===== src/rtl/cache_victim_fill_ctrl_pkg.sv =====
// Shared types and widths for the miss-side victim writeback / line fill controller.
package cache_victim_fill_ctrl_pkg;

    localparam int unsigned ADDR_BITS = 16;
    localparam int unsigned OFF_BITS  = 4;
    localparam int unsigned SET_BITS  = 3;
    localparam int unsigned LINE_BITS = 128;
    localparam int unsigned WAY_BITS  = 4;
    localparam int unsigned TAG_BITS  = ADDR_BITS - SET_BITS - OFF_BITS;
    localparam int unsigned CNT_BITS  = 16;

    localparam logic [ADDR_BITS-1:0] OFF_MASK = ADDR_BITS'((1 << OFF_BITS) - 1);

    typedef logic [WAY_BITS-1:0]  lc3b_way;
    typedef logic [SET_BITS-1:0]  lc3b_set_idx;
    typedef logic [TAG_BITS-1:0]  lc3b_cache_tag;
    typedef logic [LINE_BITS-1:0] lc3b_cache_line;

    typedef enum logic [2:0] {
        IDLE,
        SELECT,
        WB,
        FETCH,
        INSTALL
    } vfc_state_t;

    // Clears the line offset so memory only ever sees line-aligned addresses.
    function automatic logic [ADDR_BITS-1:0] line_align(input logic [ADDR_BITS-1:0] a);
        return a & ~OFF_MASK;
    endfunction

endpackage


===== src/rtl/cache_victim_fill_ctrl_sat_counter16.sv =====
// 16-bit event counter that sticks at all-ones instead of wrapping.
module sat_counter16 (
    input  logic        inc,
    input  logic        clk,
    input  logic        rst_n,
    output logic [15:0] count
);

    logic [15:0] count_q;
    logic [15:0] count_d;

    always_comb begin
        count_d = count_q;
        if (inc && (count_q != 16'hFFFF)) begin
            count_d = count_q + 16'd1;
        end
    end

    always_ff @(posedge clk or negedge rst_n) begin
        if (!rst_n) begin
            count_q <= 16'd0;
        end else begin
            count_q <= count_d;
        end
    end

    assign count = count_q;

endmodule


===== src/rtl/cache_victim_fill_ctrl.sv =====
// Miss handler: latches the PLRU victim, writes it back if dirty, fetches and installs the
// missing line, then marks the filled way most-recently-used.
module cache_victim_fill_ctrl
    import cache_victim_fill_ctrl_pkg::*;
(
    input  logic                 clk,
    input  logic                 rst_n,
    input  logic                 req_valid,
    input  logic [ADDR_BITS-1:0] req_addr,
    output logic                 req_ready,
    output logic [SET_BITS-1:0]  arr_index,
    input  logic [WAY_BITS-1:0]  victim_way,
    input  logic                 victim_valid,
    input  logic                 victim_dirty,
    input  logic [TAG_BITS-1:0]  victim_tag,
    input  logic [LINE_BITS-1:0] victim_data,
    output logic                 mem_read,
    output logic                 mem_write,
    output logic [ADDR_BITS-1:0] mem_addr,
    output logic [LINE_BITS-1:0] mem_wdata,
    input  logic [LINE_BITS-1:0] mem_rdata,
    input  logic                 mem_resp,
    output logic                 fill_we,
    output logic [WAY_BITS-1:0]  fill_way,
    output logic [TAG_BITS-1:0]  fill_tag,
    output logic [LINE_BITS-1:0] fill_data,
    output logic                 lru_load,
    output logic [WAY_BITS-1:0]  lru_hit,
    output logic                 done,
    output logic [CNT_BITS-1:0]  wb_count,
    output logic [CNT_BITS-1:0]  fill_count
);

    vfc_state_t           state_q, state_d;
    logic [ADDR_BITS-1:0] addr_q, addr_d;
    lc3b_way              way_q, way_d;
    logic                 req_ready_q, req_ready_d;
    logic                 mem_read_q, mem_read_d;
    logic                 mem_write_q, mem_write_d;
    logic [ADDR_BITS-1:0] mem_addr_q, mem_addr_d;
    lc3b_cache_line       mem_wdata_q, mem_wdata_d;
    logic                 install_q, install_d;
    lc3b_way              fill_way_q, fill_way_d;
    lc3b_cache_tag        fill_tag_q, fill_tag_d;
    lc3b_cache_line       fill_data_q, fill_data_d;
    logic                 wb_inc;
    logic                 fill_inc;

    // Next state; every output flop is decoded from the next state so strobes never glitch.
    always_comb begin
        state_d     = state_q;
        addr_d      = addr_q;
        way_d       = way_q;
        mem_addr_d  = mem_addr_q;
        mem_wdata_d = mem_wdata_q;
        fill_way_d  = fill_way_q;
        fill_tag_d  = fill_tag_q;
        fill_data_d = fill_data_q;
        wb_inc      = 1'b0;
        fill_inc    = 1'b0;

        case (state_q)
            IDLE: begin
                if (req_valid) begin
                    addr_d  = req_addr;
                    state_d = SELECT;
                end
            end
            SELECT: begin
                way_d = victim_way;
                if (victim_valid && victim_dirty) begin
                    mem_addr_d  = line_align({victim_tag, addr_q[OFF_BITS+SET_BITS-1:0]});
                    mem_wdata_d = victim_data;
                    state_d     = WB;
                end else begin
                    mem_addr_d = line_align(addr_q);
                    state_d    = FETCH;
                end
            end
            WB: begin
                if (mem_resp) begin
                    wb_inc     = 1'b1;
                    mem_addr_d = line_align(addr_q);
                    state_d    = FETCH;
                end
            end
            FETCH: begin
                if (mem_resp) begin
                    fill_inc    = 1'b1;
                    fill_data_d = mem_rdata;
                    fill_way_d  = way_q;
                    fill_tag_d  = addr_q[ADDR_BITS-1 -: TAG_BITS];
                    state_d     = INSTALL;
                end
            end
            INSTALL: state_d = IDLE;
            default: state_d = IDLE;
        endcase

        req_ready_d = (state_d == IDLE);
        mem_write_d = (state_d == WB);
        mem_read_d  = (state_d == FETCH);
        install_d   = (state_d == INSTALL);
    end

    always_ff @(posedge clk or negedge rst_n) begin
        if (!rst_n) begin
            state_q     <= IDLE;
            addr_q      <= '0;
            way_q       <= '0;
            req_ready_q <= 1'b1;
            mem_read_q  <= 1'b0;
            mem_write_q <= 1'b0;
            mem_addr_q  <= '0;
            mem_wdata_q <= '0;
            install_q   <= 1'b0;
            fill_way_q  <= '0;
            fill_tag_q  <= '0;
            fill_data_q <= '0;
        end else begin
            state_q     <= state_d;
            addr_q      <= addr_d;
            way_q       <= way_d;
            req_ready_q <= req_ready_d;
            mem_read_q  <= mem_read_d;
            mem_write_q <= mem_write_d;
            mem_addr_q  <= mem_addr_d;
            mem_wdata_q <= mem_wdata_d;
            install_q   <= install_d;
            fill_way_q  <= fill_way_d;
            fill_tag_q  <= fill_tag_d;
            fill_data_q <= fill_data_d;
        end
    end

    sat_counter16 u_wb_cnt (
        .inc   (wb_inc),
        .clk   (clk),
        .rst_n (rst_n),
        .count (wb_count)
    );

    sat_counter16 u_fill_cnt (
        .inc   (fill_inc),
        .clk   (clk),
        .rst_n (rst_n),
        .count (fill_count)
    );

    assign req_ready = req_ready_q;
    assign arr_index = addr_q[OFF_BITS +: SET_BITS];
    assign mem_read  = mem_read_q;
    assign mem_write = mem_write_q;
    assign mem_addr  = mem_addr_q;
    assign mem_wdata = mem_wdata_q;
    assign fill_we   = install_q;
    assign fill_way  = fill_way_q;
    assign fill_tag  = fill_tag_q;
    assign fill_data = fill_data_q;
    assign lru_load  = install_q;
    assign lru_hit   = fill_way_q;
    assign done      = install_q;

endmodule


===== config.mk =====
export PLATFORM = sky130hd
export DESIGN_NAME = cache_victim_fill_ctrl
export DESIGN_NICKNAME = d
export VERILOG_FILES = /design/src/rtl/cache_victim_fill_ctrl_pkg.sv /design/src/rtl/cache_victim_fill_ctrl_sat_counter16.sv /design/src/rtl/cache_victim_fill_ctrl.sv
export SDC_FILE = /design/constraint.sdc
export NUM_CORES = 1
export LEC_CHECK = 0
export CAP_MARGIN = 20
export CORE_AREA = 2 2 243 245
export CTS_CLUSTER_SIZE = 40
export DETAILED_ROUTE_END_ITERATION = 7
export DIE_AREA = 0 0 245 247
export HOLD_SLACK_MARGIN = 0.03
export PLACE_DENSITY = 0.62
export SLEW_MARGIN = 20
export SYNTH_ARGS = -nofsm -noshare
export SYNTH_HDL_FRONTEND = slang
export SYNTH_SLANG_ARGS = --single-unit

===== constraint.sdc =====
create_clock -name clk -period 5.4 [get_ports clk]
set_input_delay 0.54 -clock clk [delete_from_list [all_inputs] [get_ports clk]]
set_output_delay 0.54 -clock clk [all_outputs]
set_load 0.03 [all_outputs]

======== Yosys cells after proc, flatten, opt, wreduce, memory -nomap -nowiden ========
Index checks and enable logic that the tools add are counted.
word-level totals
  register bits after elaboration ......... 344
  latch bits .............................. 0
  bits in writable memories ............... 0
  memory bits (read-only) ................. 0
  input bits .............................. 291
  output and inout port bits .............. 330
  word-level logic and storage cells ...... 46
  memories ................................ 0
cells by class
  add/sub/neg operators ................... 2
  multiply operators ...................... 0
  div/mod/pow operators ................... 0
  order comparisons ....................... 0
  eq/ne operators ......................... 9
  shift operators ......................... 0
  multiplexer cells ....................... 11
  bitwise gates (word level) .............. 0
  reduce and logical (&&, ||, !) cells .... 10
operators by type and width
  cell                   count
  $add 16x1->16 const B  2
  $mux 16                2
  $ne 16x16->1 const B   2
  $pmux 16 s2            1
  $eq 3x2->1 const B     4
  $pmux 3 s4             1
  $mux 3                 3
  $reduce_and 2->1       4
  $logic_not 3->1        2
  $mux 1                 4
  $eq 3x1->1 const B     1
  $eq 3x3->1 const B     1
  $logic_and 1x1->1      3
  $ne 2x2->1 const B     1
  $reduce_bool 2->1      1

======== Depth between registers and ports, before layout ========
  depth in word-level cells ............... 4
  gate-level depth with buffers ........... 7
  mapped depth without buffers ............ 5

======== Modules after synthesis ========
Synthesis repeated with hierarchy kept, for this count alone.
unflattened totals
  cell total of the unflattened synthesis .. 1140
  area total of the unflattened synthesis .. 13770.7 um^2
by module, submodules not included
  module                  instances  cells each  area an instance (um^2)  sequential area each (um^2)
  cache_victim_fill_ctrl  1          996         12051.6                  7608.5
  sat_counter16           2          72          859.6                    400.4

======== Least setup slack after synthesis ========
Ideal clock, no wire load.
  kind .................................... register -> register
  start ................................... register u_fill_cnt.count_q[0] (netlist: u_fill_cnt.count[0])
  end ..................................... register u_fill_cnt.count_q[1] (netlist: u_fill_cnt.count[1])
  library setup time ...................... 125 ps
  arrival ................................. 1834 ps
  required time ........................... 5275 ps
  setup slack ............................. 3441 ps
  cell stages (with the launch flop) ...... 7
  path buffers ............................ 1
  clock period less this slack ............ 1959 ps
  path through ............................ dfrtp_1 -> ha_1 -> and3_1 -> and3_1 -> buf_2 -> a21oi_1 -> mux2_2
on the way
  longest elaborated chain between the ends .. 2
  elaborated cells on any way between the ends .. 3
  classes of those cells .................. 1 x add/sub; 1 x eq/ne; 1 x reduce/logical
RTL lines
  what                                                                   RTL line                                    text
  start: declaration                                                     cache_victim_fill_ctrl_sat_counter16.sv:9   logic [15:0] count_q;
  start signal: assignment                                               cache_victim_fill_ctrl_sat_counter16.sv:23  count_q <= count_d;
  parallel branches: the longest is 2 deep, another holds $add 16x1->16  --
Several ways; the timed one is not identified.
A chain may end at the register's enable or synchronous reset.

======== Final worst setup path ========
  start ................................... register state_q[0]
  end ..................................... register mem_wdata_q[47] (netlist: mem_wdata[47])
on the way
  longest elaborated chain between the ends .. 2
RTL lines
  what                        RTL line                       text
  start: declaration          cache_victim_fill_ctrl.sv:34   vfc_state_t state_q, state_d;
  start signal: assignment    cache_victim_fill_ctrl.sv:121  state_q <= state_d;
  $eq 3x1->1                  cache_victim_fill_ctrl.sv:62   case (state_q)
  $reduce_and 2->1 (no line)  --
  end signal: assignment      cache_victim_fill_ctrl.sv:128  mem_wdata_q <= mem_wdata_d;
  end: declaration            cache_victim_fill_ctrl.sv:41   lc3b_cache_line mem_wdata_q, mem_wdata_d;
No other way between the ends.

==> impl_metrics.csv <==
group,metric,value,unit
clock_network,cts.sinks,336,
logic_synthesis,synthAdderAreaFrac,0.00191,
clock_network,cts_root_buf,"clkbuf_16",
pwr,peakVddDrop,331,uV
place,gp_congestion,0.762,
floorplanning,rows,89,
floorplanning,dieArea,0.0605,sq mm
pwr,total_power,13.4,mW
logic_synthesis,synthTopCellsByCount,"434 x nand2_1, 335 x dfrtp_1, 122 x mux2_1",
timing,finalHoldViolations,0,
global_routing,grt_use_total,0.138,
global_routing,grt_pass1_wl,64.1,mm
floorplanning,fp.dieW,245,um
global_routing,grt_overflow,0,
clock_network,h-tree-depth,2,
place,hpwlAfterDp,31.9,mm
place,place_ws,2.20,ns
clock_network,cts_buffer_depth,3,
floorplanning,pin_count,621,
timing,clock.fmax,320,MHz
timing,fin_crit,3.12,ns
critical_path,worstSetupStartpointType,"register",
cells_and_area,final_cells,2539,
floorplanning,initial_core_util,0.225,
logic_synthesis,avgSynthCellArea,11.6,sq um
critical_path,cp_max_fo,81,
cells_and_area,layout.nets,2028,
clock_network,cts_made_buffers,39,
pwr,p_comb_frac,0.474,
logic_synthesis,yosysWarnings,0,
cells_and_area,multiInputGateArea,0.00438,sq mm
timing,setup_violations,0,
critical_path,arrival,3.55,ns
logic_synthesis,synth_top_family_by_area,"simple AND/OR/NAND/NOR gates",
pwr,switching_power,5.48,mW
timing,timing.setup.tns,0,ns
timing,finalMaxSlewViolations,0,
place,dp.cells,2465,
route,via_per_inst,4.09,
hold_path,hold_path.startpoint,"way_q[3]",
route,ant_nets,0,
cells_and_area,syn2layout_area_growth,63.0,%
route,drc_errors,0,
critical_path,path_class,"register to register",
pwr,p_int,7.96,mW
critical_path,rr_startpoint,"state_q[0]",
logic_synthesis,yosys.area.top_type_share,0.638,
pwr,seqPwrFrac,0.323,
timing,finalCritPeriodShare,0.578,
global_routing,antenna_found_initial,7,
logic_synthesis,synthTopCellsByArea,"dfrtp_1 64%, nand2_1 12%, mux2_1 10%",
logic_synthesis,synthesis.area,0.0131,sq mm
logic_synthesis,ys_seq_area_frac,0.640,
outcome,status,"finished, final reports clean",
clock_network,cts.clk_slew.worst_paths,0.06,ns
clock_network,clk_latency,0.55,ns
cells_and_area,final_layout_size_suffix_gt1_frac,0.0686,
place,portBuffers,612,
logic_synthesis,yosys.area_share.simple,0.161,
critical_path,required,5.83,ns
route,wl_per_cell,17.1,um
pwr,p_leak,9.53,nW
logic_synthesis,synth_compound_area_frac,0.0147,
timing,fin_skew,0.0185,ns
timing,grt_setup_unrepaired,"false",
global_routing,grt_pass1_vias,10600,
run,cap_violations,0,
cells_and_area,num-fill-cells,5690,
route,drt_iter0_markers,324,
timing,finalWorstSetupSlack,2.28,ns
logic_synthesis,syn_inst,1134,
logic_synthesis,synth-xor-area-share,0.0180,
logic_synthesis,synth_top_area_cell,"dfrtp_1",
logic_synthesis,ys_seq_elements,336,
pwr,swShare,0.408,
logic_synthesis,ys_async_sr_fraction,1.00,
critical_path,crit_path_end_kind,"register",
hold_path,hold_path_class,"register to register",
clock_network,cts_tree,"done",
pwr,p_per_area,628,mW/mm^2
critical_path,startpoint,"state_q[0]",
timing,relSlewSlack,0.261,
logic_synthesis,ys_types,45,
cells_and_area,final-seq-area,0.00841,sq mm
logic_synthesis,synth_mux_area_frac,0.135,
route,dr.pass1.iters,4,
pwr,pwr-share-clk,0.203,
logic_synthesis,ys.flop_type,"dfrtp_1",
route,finalWirelength,43.4,mm
floorplanning,core-area,0.0582,sq mm
global_routing,grt_max_degree,160,
timing,worst_pin_slew,1.11,ns
route,vias,10400,
logic_synthesis,yosysMostFrequentCell,"nand2_1",
floorplanning,die_h,247,um
logic_synthesis,synth-edff-count,0,
==> per-stage QoR <==
stage	hold slack, ns	area [sq um]	utilization
5_1_grt	0.480	21400	0.367
4_1_cts	0.449	21400	0.367
3_5_place_dp	0.455	20000	0.344
6_report	0.444	21400	0.367
2_1_floorplan	0.244	13100	-
3_3_place_gp	0.456	20000	0.344
==> worst paths after layout <==
path                                 end  slack [ns]  cells after the start
max                        mem_wdata[47]        2.28                      4
min                          fill_way[3]        0.44                      2
max reg2reg                mem_wdata[47]        2.28                      4
min reg2reg                  fill_way[3]        0.44                      2
max in group asynchronous  fill_data[84]        3.38                      4
min in group asynchronous  mem_wdata[37]        0.56                      2
==> cells in the final DEF (no fill, tap or decap), drive strengths merged, types with 8 or more instances in the layout <==
| master | n |
|---|---|
| nand3 | 12 |
| nor3 | 8 |
| dfrtp | 335 |
| a21oi | 15 |
| nand2 | 434 |
| clkbuf | 51 |
| nor2 | 19 |
| xor2 | 19 |
| clkdlybuf4s50 | 611 |
| xnor2 | 8 |
| clkinv | 8 |
| mux2i | 10 |
| buf | 14 |
| mux2 | 149 |
==> power by group through the flow <==
stage	Clock [mW]	Sequential, mW	Combinational (mW)
2_1_floorplan	0	6.33	1.46
3_3_place_gp	0	4.32	6.40
3_5_place_dp	0	4.39	6.46
4_1_cts	2.83	4.36	6.47
5_1_grt	2.93	4.51	6.77
6_report	2.72	4.34	6.38
==> critical path: stages, from the launching register on <==
cell     delay, ns
dfrtp_1       0.60
nor3b_2       0.57
nor2b_4       0.91
buf_12        0.42
mux2_1        0.38
==> flip-flops by register name, indices dropped and copies added, names as in the netlist <==
name and count:
mem_read 1, u_fill_cnt.count 16, req_ready 1, mem_addr 12, fill_tag 9, done 1
mem_wdata 128, mem_write 1, way_q 4, addr_q 12, u_wb_cnt.count 16, state_q 3
fill_data 128, fill_way 4
==> layout make-up <==
cell class	count	share of cell area
Antenna cell	3	0.000351
Clock buffer	51	0.0515
Clock inverter	18	0.0103
Inverter	4	0.000819
Multi-Input combinational cell	728	0.205
Sequential cell	336	0.393
Tap cell	773	0.0452
Timing Repair Buffer	626	0.294
==> repair_timing <==
action / CTS / global route
endpoints found under the hold margin: 73 / 0
resized for setup: 0 / 0
setup buffers: 0 / 0
hold buffers: 1 / 0
==> layer usage <==
layer / GRT usage / vias to the layer above / part of all wire
met3: 0.0508 / 79 / 0.085
met4: 0.0488 / 6 / 0.029
met1: 0.163 / 5017 / 0.40
li1: - / 4879 / -
met2: 0.229 / 399 / 0.49
met5: 0 / - / 0.00090
==> cell families after synthesis <==
family / after synthesis
flip-flops: 336
buffers and inverters: 73
other: 1
AND/OR/NAND/NOR: 509
XOR/XNOR: 27
AO/OA/AOI/OAI: 27
multiplexers: 159
adder cells (fa/ha/maj): 2
No activity file was read; power rests on OpenSTA's default activity.
==> patch, RTL diff (same flow settings) <==
`OFF_BITS`: 4 -> 3.
--- a/src/rtl/cache_victim_fill_ctrl_pkg.sv
+++ b/src/rtl/cache_victim_fill_ctrl_pkg.sv
@@ -3,5 +3,5 @@
 
     localparam int unsigned ADDR_BITS = 16;
-    localparam int unsigned OFF_BITS  = 4;
+    localparam int unsigned OFF_BITS  = 3;
     localparam int unsigned SET_BITS  = 3;
     localparam int unsigned LINE_BITS = 128;
Ports: changed (resized fill_tag and victim_tag); port bits go from 621 to 623. The function was not compared with the original's and may differ.
==> patch against the original RTL <==
Synthesized area up 1.1%; total power up 0.86%; utilization up 0.13 points; critical path depth up 1; final area up 0.36%; routed wire length down 2.1%; combinational power up 2%; sequential cell count up 3; first-iteration DRC count down 2.2%; worst setup slack better by 550 ps; largest power group unchanged; highest routed layer unchanged.
==> patch: results (changes against the original RTL) <==
[placement]
dp_hpwl_mm=30.94  ; -2.9%
gp_congestion=0.8101  ; +6.4%
place_area_mm2=0.02012  ; +0.46%
port-buffer-count=616  ; +0.65%

[critical_path]
slowest_stage=nor3_1
cp-endpoint=u_fill_cnt.count[15]$_DFFE_PN0P_
critPathMaxStageDelay_ps=760  ; -150 ps
r2r.worst_path.cells=5  ; +1
arrival_ps=3010  ; -540 ps
critPathMaxFanout=146  ; +80%
cp-startpoint=state_q[1]$_DFF_PN0_
reg2reg_slack_ps=2820  ; +550 ps

[synth]
synth_seq_area_share=0.6391  ; -0.001347
synth_commonest_cells=nand2_1 (438), dfrtp_1 (338), mux2_2 (151)
synth_xor_area_frac=0.01781  ; -0.0001969
synth_area_leaders=dfrtp_1 (64%), mux2_2 (13%), nand2_1 (12%)
synth.area.mux_share=0.1368  ; +0.001347
synth-compound-area-share=0.007352  ; -0.007323
synth-adder-area-share=0.001885  ; -0.00002084
ys_types=43  ; -4.4%

[grt]
use_met3=0.05231  ; +0.001519
grt_usage=0.1350  ; -0.002715
grt_pass1_vias=10510  ; -0.37%
use_met1=0.1545  ; -0.008454
grtUsageMet2=0.2305  ; +0.001250
grt_max_degree=147  ; -8.1%
antenna_found_initial=9  ; +2
grt_pass1_wl_mm=62.93  ; -1.8%

[power]
ir_drop_mv=0.3730  ; +13%
leakage_nw=9.466  ; -0.67%

[clocking]
clk_path_buf_depth=3  ; unchanged
cts_buffers=41  ; +5.1%

[routing]
vias_per_cell=4.072  ; -0.39%
drtIter0Drc=317  ; -2.2%
dr.pass1.iters=4  ; unchanged
wire_per_inst_um=16.62  ; -2.8%
met3_length_mm=3.823  ; +3.3%
wl_met1_mm=16.61  ; -4.3%
wl_met2_mm=20.97  ; -0.47%

[outcome]
status=completed

[finish]
drive_gt1_frac=0.1326  ; +0.06395
layout.nets=2044  ; +0.79%

[sta]
worst_pin_slew_ps=909.7  ; -198.2 ps
fin_worst_skew_ps=13.50  ; -4.957 ps

[min_path]
worstHoldPathType=in2async

patch: changes by cell type in the layout (fill, tap and decap cells not counted), moves of 5 or more:
cell,before,now
a211oi_2,5,0
xor2_1,19,11
nor3b_1,0,5
nand4_1,7,14
xnor2_1,8,16
clkbuf_8,6,12
mux2_1,122,0
mux2_2,27,151
patch: power breakdown:
| part | switching [mW] | total (mW) | internal (mW) |
|---|---|---|---|
| registers | 0.665 | 4.35 | 3.68 |
| logic | 3.71 | 6.50 | 2.78 |
| clock network | 1.10 | 2.71 | 1.62 |
patch: area by class of cell:
| class | count | area [µm²] |
|---|---|---|
| Fill cell | 5704 | 36760 |
| Tap cell | 773 | 967.2 |
| Multi-Input combinational cell | 737 | 4358 |
| Antenna cell | 5 | 12.51 |
| Inverter | 6 | 25.02 |
| Sequential cell | 339 | 8484 |
| Clock buffer | 62 | 1225 |
| Clock inverter | 11 | 116.4 |
| Timing Repair Buffer | 625 | 6289 |
patch: metrics by stage:
stage          worst slack [ps]  hold WS (ps)  instances
6_report                   2825         85.76       2558
5_1_grt                    2629         140.4       2556
4_1_cts                    2804         93.94       2553
3_5_place_dp               2278         460.8       2480
3_3_place_gp               2355         455.2       2480
2_1_floorplan              3343         244.4       1149
patch: how the worst min path moves through the flow:
stage | from | end | depth (start not counted)
3_5_place_dp | fill_data[9]$_DFFE_PN0P_ | fill_data[9]$_DFFE_PN0P_ | 2
2_1_floorplan | rst_n | addr_q[10]$_DFFE_PN0P_ | 0
6_report | rst_n | mem_wdata[43]$_DFFE_PN0P_ | 1
5_1_grt | rst_n | mem_wdata[43]$_DFFE_PN0P_ | 1
3_3_place_gp | way_q[0]$_DFFE_PN0P_ | fill_way[0]$_DFFE_PN0P_ | 2
4_1_cts | rst_n | mem_wdata[43]$_DFFE_PN0P_ | 1
